--- config.mk ---
export PLATFORM = sky130hd
export DESIGN_NAME = slow_to_fast_buf
export DESIGN_NICKNAME = d
export VERILOG_FILES = /design/src/rtl/slow_fast_pkg.sv /design/src/rtl/en_div.sv /design/src/rtl/slow_to_fast_buf.sv
export SDC_FILE = /design/constraint.sdc
export NUM_CORES = 1
export LEC_CHECK = 0
export ABC_AREA = 1
export ABC_CLOCK_PERIOD_IN_PS = 1600
export BUFFER_PORTS_ARGS = -buffer_cell sky130_fd_sc_hd__buf_2
export CAP_MARGIN = 30
export CORE_ASPECT_RATIO = 1.5
export CORE_MARGIN = 8
export CORE_UTILIZATION = 46
export CTS_CLUSTER_DIAMETER = 60
export DETAILED_ROUTE_END_ITERATION = 10
export PLACE_DENSITY = 0.8
export SLEW_MARGIN = 20
export SYNTH_ARGS = -nofsm -noshare
export SYNTH_HDL_FRONTEND = slang
export SYNTH_SLANG_ARGS = --single-unit
--- constraint.sdc ---
create_clock -name fast_clk -period 1.6 [get_ports fast_clk]
set_input_delay 0.16 -clock fast_clk [delete_from_list [all_inputs] [get_ports fast_clk]]
set_output_delay 0.16 -clock fast_clk [all_outputs]
set_load 0.01 [all_outputs]
--- src/rtl/slow_fast_pkg.sv ---
// rtl/slow_fast_pkg.sv - shared defaults and width helper for the slow-to-fast buffer
package slow_fast_pkg;

    localparam int DEF_WIDTH = 4;
    localparam int DEF_DIV   = 4;
    localparam int DEF_DEPTH = 4;

    // Occupancy runs 0..DEPTH inclusive, so it needs one bit beyond the pointer width.
    function automatic int level_w(input int depth);
        return $clog2(depth) + 1;
    endfunction

endpackage

--- src/rtl/en_div.sv ---
// rtl/en_div.sv - phase counter producing the one-cycle slow-side sample strobe
module en_div
    import slow_fast_pkg::*;
#(
    parameter int DIV = DEF_DIV
) (
    input  logic fast_clk,
    input  logic rst_n,
    output logic slow_en
);

    localparam int CW = $clog2(DIV);
    localparam logic [CW-1:0] LAST = CW'(DIV - 1);

    logic [CW-1:0] phase_q;
    logic [CW-1:0] phase_d;

    always_comb begin
        phase_d = phase_q + CW'(1);
        if (phase_q == LAST) begin
            phase_d = '0;
        end
    end

    always_ff @(posedge fast_clk or negedge rst_n) begin
        if (!rst_n) begin
            phase_q <= '0;
        end else begin
            phase_q <= phase_d;
        end
    end

    // Pure decode of the register, so the strobe carries no input-to-output path.
    assign slow_en = (phase_q == LAST);

endmodule

--- src/rtl/slow_to_fast_buf.sv ---
// rtl/slow_to_fast_buf.sv - first-word-fall-through buffer from a slow strobe domain to fast_clk
module slow_to_fast_buf
    import slow_fast_pkg::*;
#(
    parameter int WIDTH = DEF_WIDTH,
    parameter int DIV   = DEF_DIV,
    parameter int DEPTH = DEF_DEPTH
) (
    input  logic                          fast_clk,
    input  logic                          rst_n,
    input  logic                          in_valid,
    input  logic [WIDTH-1:0]              in_data,
    output logic                          slow_en,
    output logic                          out_valid,
    input  logic                          out_ready,
    output logic [WIDTH-1:0]              out_data,
    output logic [level_w(DEPTH)-1:0]     level,
    output logic                          overflow,
    input  logic                          clr_ovf
);

    localparam int PW = $clog2(DEPTH);
    localparam int LW = level_w(DEPTH);
    localparam logic [LW-1:0] FULL = LW'(DEPTH);

    logic [WIDTH-1:0] mem_q [DEPTH];

    logic [PW-1:0] wr_ptr_q, wr_ptr_d;
    logic [PW-1:0] rd_ptr_q, rd_ptr_d;
    logic [LW-1:0] level_q, level_d;
    logic          ovf_q, ovf_d;

    logic attempt;
    logic push;
    logic pop;
    logic drop;

    en_div #(.DIV(DIV)) u_en_div (
        .fast_clk (fast_clk),
        .rst_n    (rst_n),
        .slow_en  (slow_en)
    );

    assign out_valid = (level_q != '0);
    assign out_data  = mem_q[rd_ptr_q];
    assign level     = level_q;
    assign overflow  = ovf_q;

    // A full buffer still accepts a word when the head leaves in the same cycle.
    assign attempt = slow_en & in_valid;
    assign pop     = out_valid & out_ready;
    assign push    = attempt & ((level_q < FULL) | pop);
    assign drop    = attempt & ~push;

    always_comb begin
        wr_ptr_d = wr_ptr_q;
        rd_ptr_d = rd_ptr_q;
        level_d  = level_q;
        ovf_d    = ovf_q;

        if (push) begin
            wr_ptr_d = wr_ptr_q + PW'(1);
        end
        if (pop) begin
            rd_ptr_d = rd_ptr_q + PW'(1);
        end

        unique case ({push, pop})
            2'b10:   level_d = level_q + LW'(1);
            2'b01:   level_d = level_q - LW'(1);
            default: level_d = level_q;
        endcase

        // A drop in the same cycle as a clear leaves the flag raised.
        if (drop) begin
            ovf_d = 1'b1;
        end else if (clr_ovf) begin
            ovf_d = 1'b0;
        end
    end

    always_ff @(posedge fast_clk or negedge rst_n) begin
        if (!rst_n) begin
            wr_ptr_q <= '0;
            rd_ptr_q <= '0;
            level_q  <= '0;
            ovf_q    <= 1'b0;
        end else begin
            wr_ptr_q <= wr_ptr_d;
            rd_ptr_q <= rd_ptr_d;
            level_q  <= level_d;
            ovf_q    <= ovf_d;
        end
    end

    always_ff @(posedge fast_clk) begin
        if (push) begin
            mem_q[wr_ptr_q] <= in_data;
        end
    end

endmodule

* Word level (Yosys, flattened, before mapping)
Memory sizes are Yosys's and may differ from the RTL's. Cells that the tools add are included.
Operators by class: eq/ne operators 3, order comparisons 1, $add $sub $neg 5, reduce and logical (&&, ||, !) cells 3, bitwise operators 6, multiplexer cells 6
Operator list (count):
- $add A2 B1 Y2 const B | 3
- $pmux W3 S2 | 1
- $and A1 B1 Y1 | 4
- $eq A2 B2 Y1 const B | 2
- $mux W1 | 4
- $reduce_bool A2 Y1 | 2
- $add A3 B1 Y3 const B | 1
- $lt A3 B3 Y1 const B | 1
- $reduce_bool A3 Y1 | 1
- $sub A3 B1 Y3 const B | 1
- $eq A2 B1 Y1 const B | 1
- $mux W2 | 1
- $not A1 Y1 | 1
- $or A1 B1 Y1 | 1
Word-level totals: output and inout port bits 10, memory bits (writable) 16, input port bits 9, memories kept 1, logic and storage cells 30, flip-flop bits (word level) 10
Memories:
- mem_q | depth 4, width 4, rd ports 1, clocked after Yosys merged registers in 0, write ports 1, line slow_to_fast_buf.sv:26 | logic [WIDTH-1:0] mem_q [DEPTH];

* Depth between registers and ports, before layout
Gate-level depths: netlist of run 1.
depth after elaboration 7, gate-level depth with buffers 12, mapped depth without buffers 12

* Modules after synthesis
A second synthesis of run 1 with hierarchy kept.
Unflattened totals: cells, all modules 115, area total of the unflattened synthesis 1194.9 um^2
By module, submodules not included:
- slow_to_fast_buf | seq. area each 680.7 um^2, area an instance 1128.6 um^2, cells each 111, instances 1
- en_div | seq. area each 50.0 um^2, area an instance 66.3 um^2, cells each 4, instances 1

* Least setup slack after synthesis of run 1
Ideal clock, no wire load.
path type flip-flop to flip-flop, from reg level_q[0], in the netlist level[0], to reg level_q[2], in the netlist level[2], setup slack -0.164 ns, path buffers 0, library setup time 0.117 ns, period minus slack after synthesis 1.764 ns, arrival 1.647 ns, stages on the path, launching flop included 12, required time 1.483 ns, path through dfrtp_1 -> inv_1 -> nand3_1 -> nand2_1 -> inv_1 -> ha_1 -> inv_1 -> fa_1 -> nand2_1 -> nand3_1 -> nand2_1 -> nand2_1
Between the ends: cells in the longest elaborated chain, start to end 6, elaborated cells between the ends (all ways) 11, classes of those cells 2 x add/sub; 1 x order compare; 2 x eq/ne; 1 x mux; 3 x bitwise; 2 x reduce/logical
Ends and longest elaborated chain:
- from (decl) | line slow_to_fast_buf.sv:30 | logic [LW-1:0] level_q, level_d;
- from (signal assigned) | line slow_to_fast_buf.sv:91 | level_q <= level_d;
- $reduce_bool A3 Y1 (*) | line slow_to_fast_buf.sv:44 | assign out_valid = (level_q != '0);
- net out_valid | line slow_to_fast_buf.sv:14 | output logic out_valid,
- $and A1 B1 Y1 (*) | line slow_to_fast_buf.sv:51 | assign pop = out_valid & out_ready;
- net pop | line slow_to_fast_buf.sv:35 | logic pop;
- $or A1 B1 Y1 | line slow_to_fast_buf.sv:52 | assign push = attempt & ((level_q < FULL) | pop);
- $and A1 B1 Y1 | line slow_to_fast_buf.sv:52
- $eq A2 B1 Y1 or $eq A2 B2 Y1 (tied branches) | line slow_to_fast_buf.sv:68 | unique case ({push, pop})
- $pmux W3 S2 or $reduce_bool A2 Y1 (tied branches)
The timed path passes the listed nets; every way through them passes the cells marked *. A chain may end at the register's enable or synchronous reset.

* Final worst setup path of run 1
from reg u_en_div.phase_q[0], to reg level_q[2], in the netlist level[2]
Between the ends: cells in the longest elaborated chain, start to end 5, elaborated cells between the ends (all ways) 7, classes of those cells 3 x eq/ne; 1 x mux; 2 x bitwise; 1 x reduce/logical
Ends and longest elaborated chain:
- from (decl) | line en_div.sv:15 | logic [CW-1:0] phase_q;
- from (signal assigned) | line en_div.sv:29 | phase_q <= phase_d;
- $eq A2 B2 Y1 (*) | line en_div.sv:34 | assign slow_en = (phase_q == LAST);
- $and A1 B1 Y1 (*) | line slow_to_fast_buf.sv:50 | assign attempt = slow_en & in_valid;
- $and A1 B1 Y1 (*) | line slow_to_fast_buf.sv:52
- $eq A2 B1 Y1 or $eq A2 B2 Y1 (tied branches) | line slow_to_fast_buf.sv:68
- $pmux W3 S2 or $reduce_bool A2 Y1 (tied branches)
Mark *: on every way between the ends. The rest lies on a longest branch, timed or not.

==> results of run 1 <==
## final timing paths
path	start	to	depth (start not counted)
max	u_en_div.phase_q[0]$_DFF_PN0_	level[2]$_DFFE_PN0P_	9
min	clr_ovf	overflow$_DFFE_PN0P_	2
max reg2reg	u_en_div.phase_q[0]$_DFF_PN0_	level[2]$_DFFE_PN0P_	9
min reg2reg	u_en_div.phase_q[0]$_DFF_PN0_	u_en_div.phase_q[0]$_DFF_PN0_	1
max in group asynchronous	rst_n	overflow$_DFFE_PN0P_	2
min in group asynchronous	rst_n	level[1]$_DFFE_PN0P_	2
## critical path, stage by stage, from the launching register on
cell and delay (ns):
dfrtp_1 0.43, ha_4 0.18, nand3_4 0.08, ha_4 0.15, inv_4 0.04, fa_2 0.35, inv_2 0.07, nand2_2 0.05
nand4_1 0.09, nand2_1 0.06
## registers in the layout, summed over array words and instances (netlist names)
register,cells
mem_q,16
level,3
rd_ptr_q,2
u_en_div.phase_q,2
wr_ptr_q,2
overflow,1
## synth_stat cells (all sizes together)
cell type and number:
edfxtp 16, xnor2 1, nand3 5, nor2 5
fa 1, o211ai 8, o22ai 1, dfrtp 10
o21ai 1, a21oi 1, buf 1, ha 6
nand2 33, inv 25, nand4 1
## per-layer routing
metal  up-vias  global-route usage  share of wire
li1        428                   -              -
met1       377             0.09397           0.39
met2        10              0.1937           0.56
met3         7             0.01794          0.022
met4         0             0.05290          0.027
met5         -                   0              0
## final cells by class
type                       count  share of cell area
clock buffer                   4             0.02464
inverter                      25             0.06712
multi-input combinational     63              0.2880
sequential                    26              0.4962
tap                           24             0.02039
timing repair buffer          26              0.1037
## through the flow
| stage | utilization | setup TNS [ns] | setup slack, ns |
|---|---|---|---|
| after global routing | 0.6011 | -0.09597 | -0.08553 |
| final | 0.6011 | 0 | 0.003166 |
| after global placement | 0.5587 | 0 | 0.01264 |
| after floorplan | - | -0.03419 | -0.03419 |
| after detailed placement | 0.5587 | -0.06429 | -0.06429 |
| after CTS | 0.5940 | 0 | 0.006838 |
## power breakdown
| part | total [mW] | internal [mW] | switching (mW) |
|---|---|---|---|
| Combinational | 0.969 | 0.413 | 0.556 |
| Sequential | 0.904 | 0.804 | 0.100 |
| Clock | 0.321 | 0.139 | 0.182 |
## kinds of logic (layout without fill, tap and decap cells)
family / Yosys count / in the layout / share of synthesized area
simple gates: 44 / 44 / 0.1497
flops: 26 / 26 / 0.6115
buf+inv: 26 / 55 / 0.08796
compound gates: 11 / 11 / 0.06387
fa+ha+maj: 7 / 7 / 0.07958
xor+xnor: 1 / 1 / 0.007331
## repair_timing
item,CTS,global route
hold buffers,1,0
buffers inserted,2,1
cloned,0,0
resized for setup,8,4
pin swaps,7,4
endpoints found under the hold margin,10,0
setup endpoints to repair,2,6
==> reports/qor.yml, run 1 <==
n_antenna_cell: 0
grt_pass1_vias: 837
p_total_mw: 2.194
syn2layout_area_growth_pct: 23.25
grt-ovfl-total: 0
whs_ns: 0.01868
cts_sinks: 26
insertion_delay_ns: 0.32
hold_violations: 0
synth_top_area_cell: "edfxtp_1"
worstPathArrival_ns: 1.82
rsz0062_at_grt: "yes"
design.core.area_um2: 2450
clock_skew_ns: 0.009091
drt_iter0_markers: 19
syn_avg_cell_area_um2: 10.39
final_common_cell: "nand2_1"
numCtsBuffers: 3
start_util: 0.4877
layout_common_cells: "nand2_1, inv_1, buf_2, edfxtp_1, dfrtp_1"
powerDensity_nw_per_um2: 1490
num_vias: 822
drc_errors: 0
drive_gt1_frac: 0.3125
grt_usage: 0.09973
synthCells: 115
wl_per_cell_um: 12.98
synth_top_cells_by_area: "edfxtp_1, dfrtp_1, nand2_1, inv_1, ha_1"
multi_input_area_um2: 424.2
period_needed_ns: 1.597
grt_pass1_wl_um: 3532
end_kind: "flip-flop"
syn_area_um2: 1195
final_area_um2: 1473
grt_max_degree: 19
htree_levels: 1
num_rows: 22
cellLeakagePower_nw: 0.6898
maxSlewViolCount: 0
yosysWarnings: 0
antenna_left: 0
syn-num-nets: 131
die_y_um: 78.42
cp.required_ns: 1.83
port_buffers: 18
antenna_found_initial: 0
fmax_mhz: 626.2
io_pins: 19
worst_slew_pin_slew_ns: 0.4218
peakVddDrop_v: 0.0009892
synth_top_area_frac: 0.4021
max-cap-violations: 0
drt_pass1_iterations: 5
via_per_inst: 4.893
finalSetupViolCount: 0
criticalPathCategory: "flip-flop to flip-flop"
start_kind: "flip-flop"
max-slew-margin-rel: 0.7178
outcome: "finished, final reports clean"
ys_ff_latch: 26
dieArea_um2: 4518
fillers: 176
clockBufferDepth: 2
min_path_type: "primary input to flip-flop"
r2r_slack_ns: 0.003
die_w_um: 57.62
final_cells: 168
placed_area_um2: 1369
synth.yosys.seq_area_share: 0.6115
drt-total-wl_um: 2181
ys_types: 17
nets: 161
dp_cells: 160
regArea_um2: 730.7
tritoncts: "done"
dp_hpwl_um: 1740
cts_root_buf: "clkbuf_4"
path_clk_slew_ns: 0.13
gp_congestion: 0.7934
finalCritPeriodShare: 0.9980
cp_max_fo: 2
No activity file was read; power rests on OpenSTA's default activity.
==> run 2, diff against run 1 <==
- CAP_MARGIN: 30 -> 10
- CORE_MARGIN: 8 -> 2
- SETUP_SLACK_MARGIN: default -> 0.5
==> reports/qor.yml, run 2 (synthesis results as in run 1) <==
outcome: "complete, but fails checks"
failed_checks: "setup timing"
wl_per_cell_um: 14.76
num_rows: 22
start_kind: "flip-flop"
dp_slack_ns: 0.008441
final_area_um2: 1790
power_frac_clock: 0.107
die_w_um: 45.62
whs_ns: 0.02241
multi_input_area_um2: 513.0
worst_slew_pin_slew_ns: 0.2400
placed_area_um2: 1373
htree_levels: 1
design.core.area_um2: 2450
cp_max_fo: 2
drt_pass1_iterations: 4
criticalPathCategory: "flip-flop to flip-flop"
max-cap-violations: 0
finalSetupViolCount: 3
powerDensity_nw_per_um2: 1487
comb_power_share: 0.535
critPathLaunch: "level[0]$_DFFE_PN0P_"
min_path_type: "primary input to flip-flop"
final.setup.worst_slack_ns: -0.02200
cp.required_ns: 1.83
regArea_um2: 734.5
grt_pass1_vias: 912
r2r-start: "level[0]$_DFFE_PN0P_"
rsz0062_at_grt: "yes"
die_y_um: 66.42
hold_violations: 0
io_pins: 19
grt_usage: 0.1798
tritoncts: "done"
final.setup.tns_ns: -0.05065
syn2layout_area_growth_pct: 49.84
p_total_mw: 2.663
cts_root_buf: "clkbuf_4"
port_buffers: 18
fillers: 146
numCtsBuffers: 3
drc_errors: 0
power_switching_mw: 1.064
post-route-util: 0.7308
drt_iter0_markers: 27
grt-ovfl-total: 0
via_per_inst: 5.111
antenna_left: 0
layout_common_cells: "nand2_1, inv_1, buf_6, edfxtp_1, buf_2"
grt_pass1_wl_um: 3877
final_cells: 189
insertion_delay_ns: 0.32
maxSlewViolCount: 0
seq_power_share: 0.358
nets: 182
top_register: "mem_q"
clock_skew_ns: 0.005048
num_vias: 966
p_int_mw: 1.599
dp_cells: 157
end_kind: "flip-flop"
finalCritPeriodShare: 1.014
path_clk_slew_ns: 0.13
gp_congestion: 0.7871
period_needed_ns: 1.622
antenna_found_initial: 0
start_util: 0.4877
grt_max_degree: 15
worstPathArrival_ns: 1.85
max-slew-margin-rel: 0.8400
hp-start: "clr_ovf"
swShare: 0.3996
n_antenna_cell: 0
drive_gt1_frac: 0.5030
dp_hpwl_um: 1501
cts_sinks: 26
largest_reg_flops: 16
drt-total-wl_um: 2789
dieArea_um2: 3030
cellLeakagePower_nw: 0.8243
clockBufferDepth: 2
final_common_cell: "nand2_1"
fmax_mhz: 616.5
peakVddDrop_v: 0.001016
[run 2: area by class of cell]
type	instances	share of cell area
well taps	24	0.01677
repair inverters	1	0.004193
multi-input cells	63	0.2865
repair buffers	46	0.2110
clock buffers	4	0.01468
flip-flops and latches	26	0.4102
inverters	25	0.05660
[run 2: critical path, stage by stage, from the launching register on]
cell and delay [ns]:
dfrtp_1 0.44, inv_2 0.09, nand3_4 0.10, nand2_4 0.06, inv_4 0.06, ha_4 0.14
inv_4 0.03, fa_2 0.35, inv_2 0.07, nand2_2 0.05, nand4_1 0.07, nand2_1 0.06
[run 2: power groups by stage]
stage / registers (mW) / clock network, mW / logic, mW
floorplan: 0.930 / 0 / 0.602
global placement: 0.922 / 0 / 0.790
detailed placement: 0.931 / 0 / 0.822
CTS: 0.929 / 0.282 / 1.02
global route: 0.963 / 0.303 / 1.56
finish: 0.953 / 0.286 / 1.42
[run 2: what timing repair did]
item,4_1_cts,5_1_grt
hold buffers,1,0
buffers inserted,14,12
setup endpoints to repair,25,32
hold endpoints to repair,10,0
gates resized for setup,16,31
pin swaps,10,10
gates cloned,1,0
[run 2: worst paths after layout]
kind                                                      end  slack [ns]  cells after the start
worst max register to register           level[2]$_DFFE_PN0P_       -0.02                     11
worst min-delay path                     overflow$_DFFE_PN0P_        0.02                      2
min in group asynchronous                level[2]$_DFFE_PN0P_        0.20                      2
worst max-delay path                     level[2]$_DFFE_PN0P_       -0.02                     11
max in group asynchronous             rd_ptr_q[0]$_DFFE_PN0P_        1.18                      2
worst min register to register  u_en_div.phase_q[1]$_DFF_PN0_        0.54                      1
[run 2: layer usage]
metal / up-vias / track usage / routed length (um)
li1: 474 / - / -
met1: 468 / 0.1996 / 1105
met2: 17 / 0.3151 / 1563
met3: 7 / 0.01913 / 57
met4: 0 / 0.1029 / 63
met5: - / 0 / 0
==> run 3, diff against run 2 <==
- CORE_UTILIZATION: 46 -> 30
- PLACE_DENSITY: 0.8 -> 0.59
==> reports/qor.yml, run 3 (synthesis results as in run 1) <==
outcome: "finished, final reports clean"
final_area_um2: 1834
final_common_cell: "nand2_1"
max-slew-margin-rel: 0.8434
fmax_mhz: 628.5
gp_congestion: 0.7271
finalCritPeriodShare: 0.9945
period_needed_ns: 1.591
placed_area_um2: 1429
port_buffers: 18
cts_sinks: 26
syn2layout_area_growth_pct: 53.51
insertion_delay_ns: 0.26
hold_violations: 0
drc_errors: 0
grt_pass1_vias: 913
io_pins: 19
cellLeakagePower_nw: 0.8323
critPathTopFamily: "adder cells"
n_antenna_cell: 0
final_cells: 209
peakVddDrop_v: 0.0008388
tritoncts: "done"
rsz0062_at_grt: "yes"
drt_iter0_markers: 20
grt_max_degree: 16
num_vias: 931
drt_pass1_iterations: 4
multi_input_area_um2: 483.0
drt-total-wl_um: 2698
cts_root_buf: "clkbuf_8"
design.core.area_um2: 3889
post-route-util: 0.4717
crit_buf_inv: 2
clock_skew_ns: 0.002160
fillers: 329
worst_slew_pin_slew_ns: 0.2349
cp_slowest_cell: "dfrtp_1"
max-cap-violations: 0
crit_path_cell_trace: "ha_4 > nand3_4 > ha_4 > inv_2 > fa_2 > inv_1 > nand2_2 > nand4_1 > nand2_1"
wl_per_cell_um: 12.91
num_rows: 28
numCtsBuffers: 3
dieArea_um2: 4514
cp_max_fo: 2
antenna_left: 0
nets: 181
regArea_um2: 734.5
path_clk_slew_ns: 0.09
critPathMostFrequentCell: "ha_4"
grt_usage: 0.1089
finalSetupViolCount: 0
cp.required_ns: 1.76
powerDensity_nw_per_um2: 1566
worstPathArrival_ns: 1.75
htree_levels: 1
min_path_type: "primary input to flip-flop"
start_util: 0.3073
maxSlewViolCount: 0
drive_gt1_frac: 0.4756
slowest_delay_ns: 0.42
die_y_um: 81.30
layout_common_cells: "nand2_1, inv_1, buf_6, edfxtp_1, buf_2"
criticalPathCategory: "flip-flop to flip-flop"
start_kind: "flip-flop"
grt-ovfl-total: 0
grt_pass1_wl_um: 3815
top_register: "mem_q"
dp_hpwl_um: 1629
die_w_um: 55.53
dp_cells: 182
via_per_inst: 4.455
largest_reg_flops: 16
clockBufferDepth: 2
antenna_found_initial: 0
end_kind: "flip-flop"
run 3: changes by cell type in the layout (fill, tap and decap cells not counted), sizes merged:
| cell | delta |
|---|---|
| buf | -1 |
| bufinv | +1 |
| clkbuf | -1 |
run 3: worst reg2reg max path, stage by stage, from the launching register on:
cell and delay, ns:
dfrtp_1 0.42, ha_4 0.18, nand3_4 0.09, ha_4 0.14
inv_2 0.04, fa_2 0.34, inv_1 0.09, nand2_2 0.07
nand4_1 0.07, nand2_1 0.06
run 3: worst paths after layout:
check                                               from                            end  slack [ns]  cells past startpoint
setup / recovery           u_en_div.phase_q[0]$_DFF_PN0_           level[2]$_DFFE_PN0P_       0.009                      9
setup reg to reg           u_en_div.phase_q[0]$_DFF_PN0_           level[2]$_DFFE_PN0P_       0.009                      9
min in group asynchronous                          rst_n           level[0]$_DFFE_PN0P_        0.27                      2
hold reg to reg            u_en_div.phase_q[0]$_DFF_PN0_  u_en_div.phase_q[0]$_DFF_PN0_        0.49                      1
hold / removal                                   clr_ovf           overflow$_DFFE_PN0P_        0.09                      2
max in group asynchronous                          rst_n        rd_ptr_q[1]$_DFFE_PN0P_        1.12                      2
run 3: report_power, final:
part	switching, mW	internal (mW)
combinational	0.695	0.707
clock	0.201	0.334
sequential	0.124	0.812
run 3: repair_timing:
action | in CTS | in global routing
hold endpoints to repair | 10 | 0
pin swaps | 11 | 5
setup buffers | 15 | 6
hold buffers | 1 | 0
gates cloned | 1 | 0
endpoints found under the setup margin | 25 | 32
resized for setup | 17 | 23
run 3: routing by layer:
metal / part of all wire / track usage
met5: 0 / 0
met2: 0.61 / 0.2310
met1: 0.36 / 0.1026
met4: 0.0085 / 0.03659
met3: 0.027 / 0.01752
run 3: final cells by class:
| type | instances | area share |
|---|---|---|
| Sequential cell | 26 | 0.4004 |
| Multi-Input combinational cell | 63 | 0.2633 |
| Timing Repair Buffer | 45 | 0.2087 |
| Inverter | 25 | 0.05389 |
| Tap cell | 45 | 0.03070 |
| Clock buffer | 3 | 0.02251 |
| Clock inverter | 1 | 0.01637 |
| Timing Repair inverter | 1 | 0.004093 |
run 3: metrics by stage:
stage          hold slack [ns]  total power [mW]  setup WS (ns)  TNS [ns]
3_5_place_dp           0.03315             1.796        0.02039         0
6_report               0.08955             2.873       0.008810         0
4_1_cts                0.07693             2.656        0.04626         0
5_1_grt                0.07836             3.071       -0.08260   -0.1139
2_1_floorplan          -0.1356             1.532        0.01412         0
3_3_place_gp           0.03369             1.756        0.05081         0
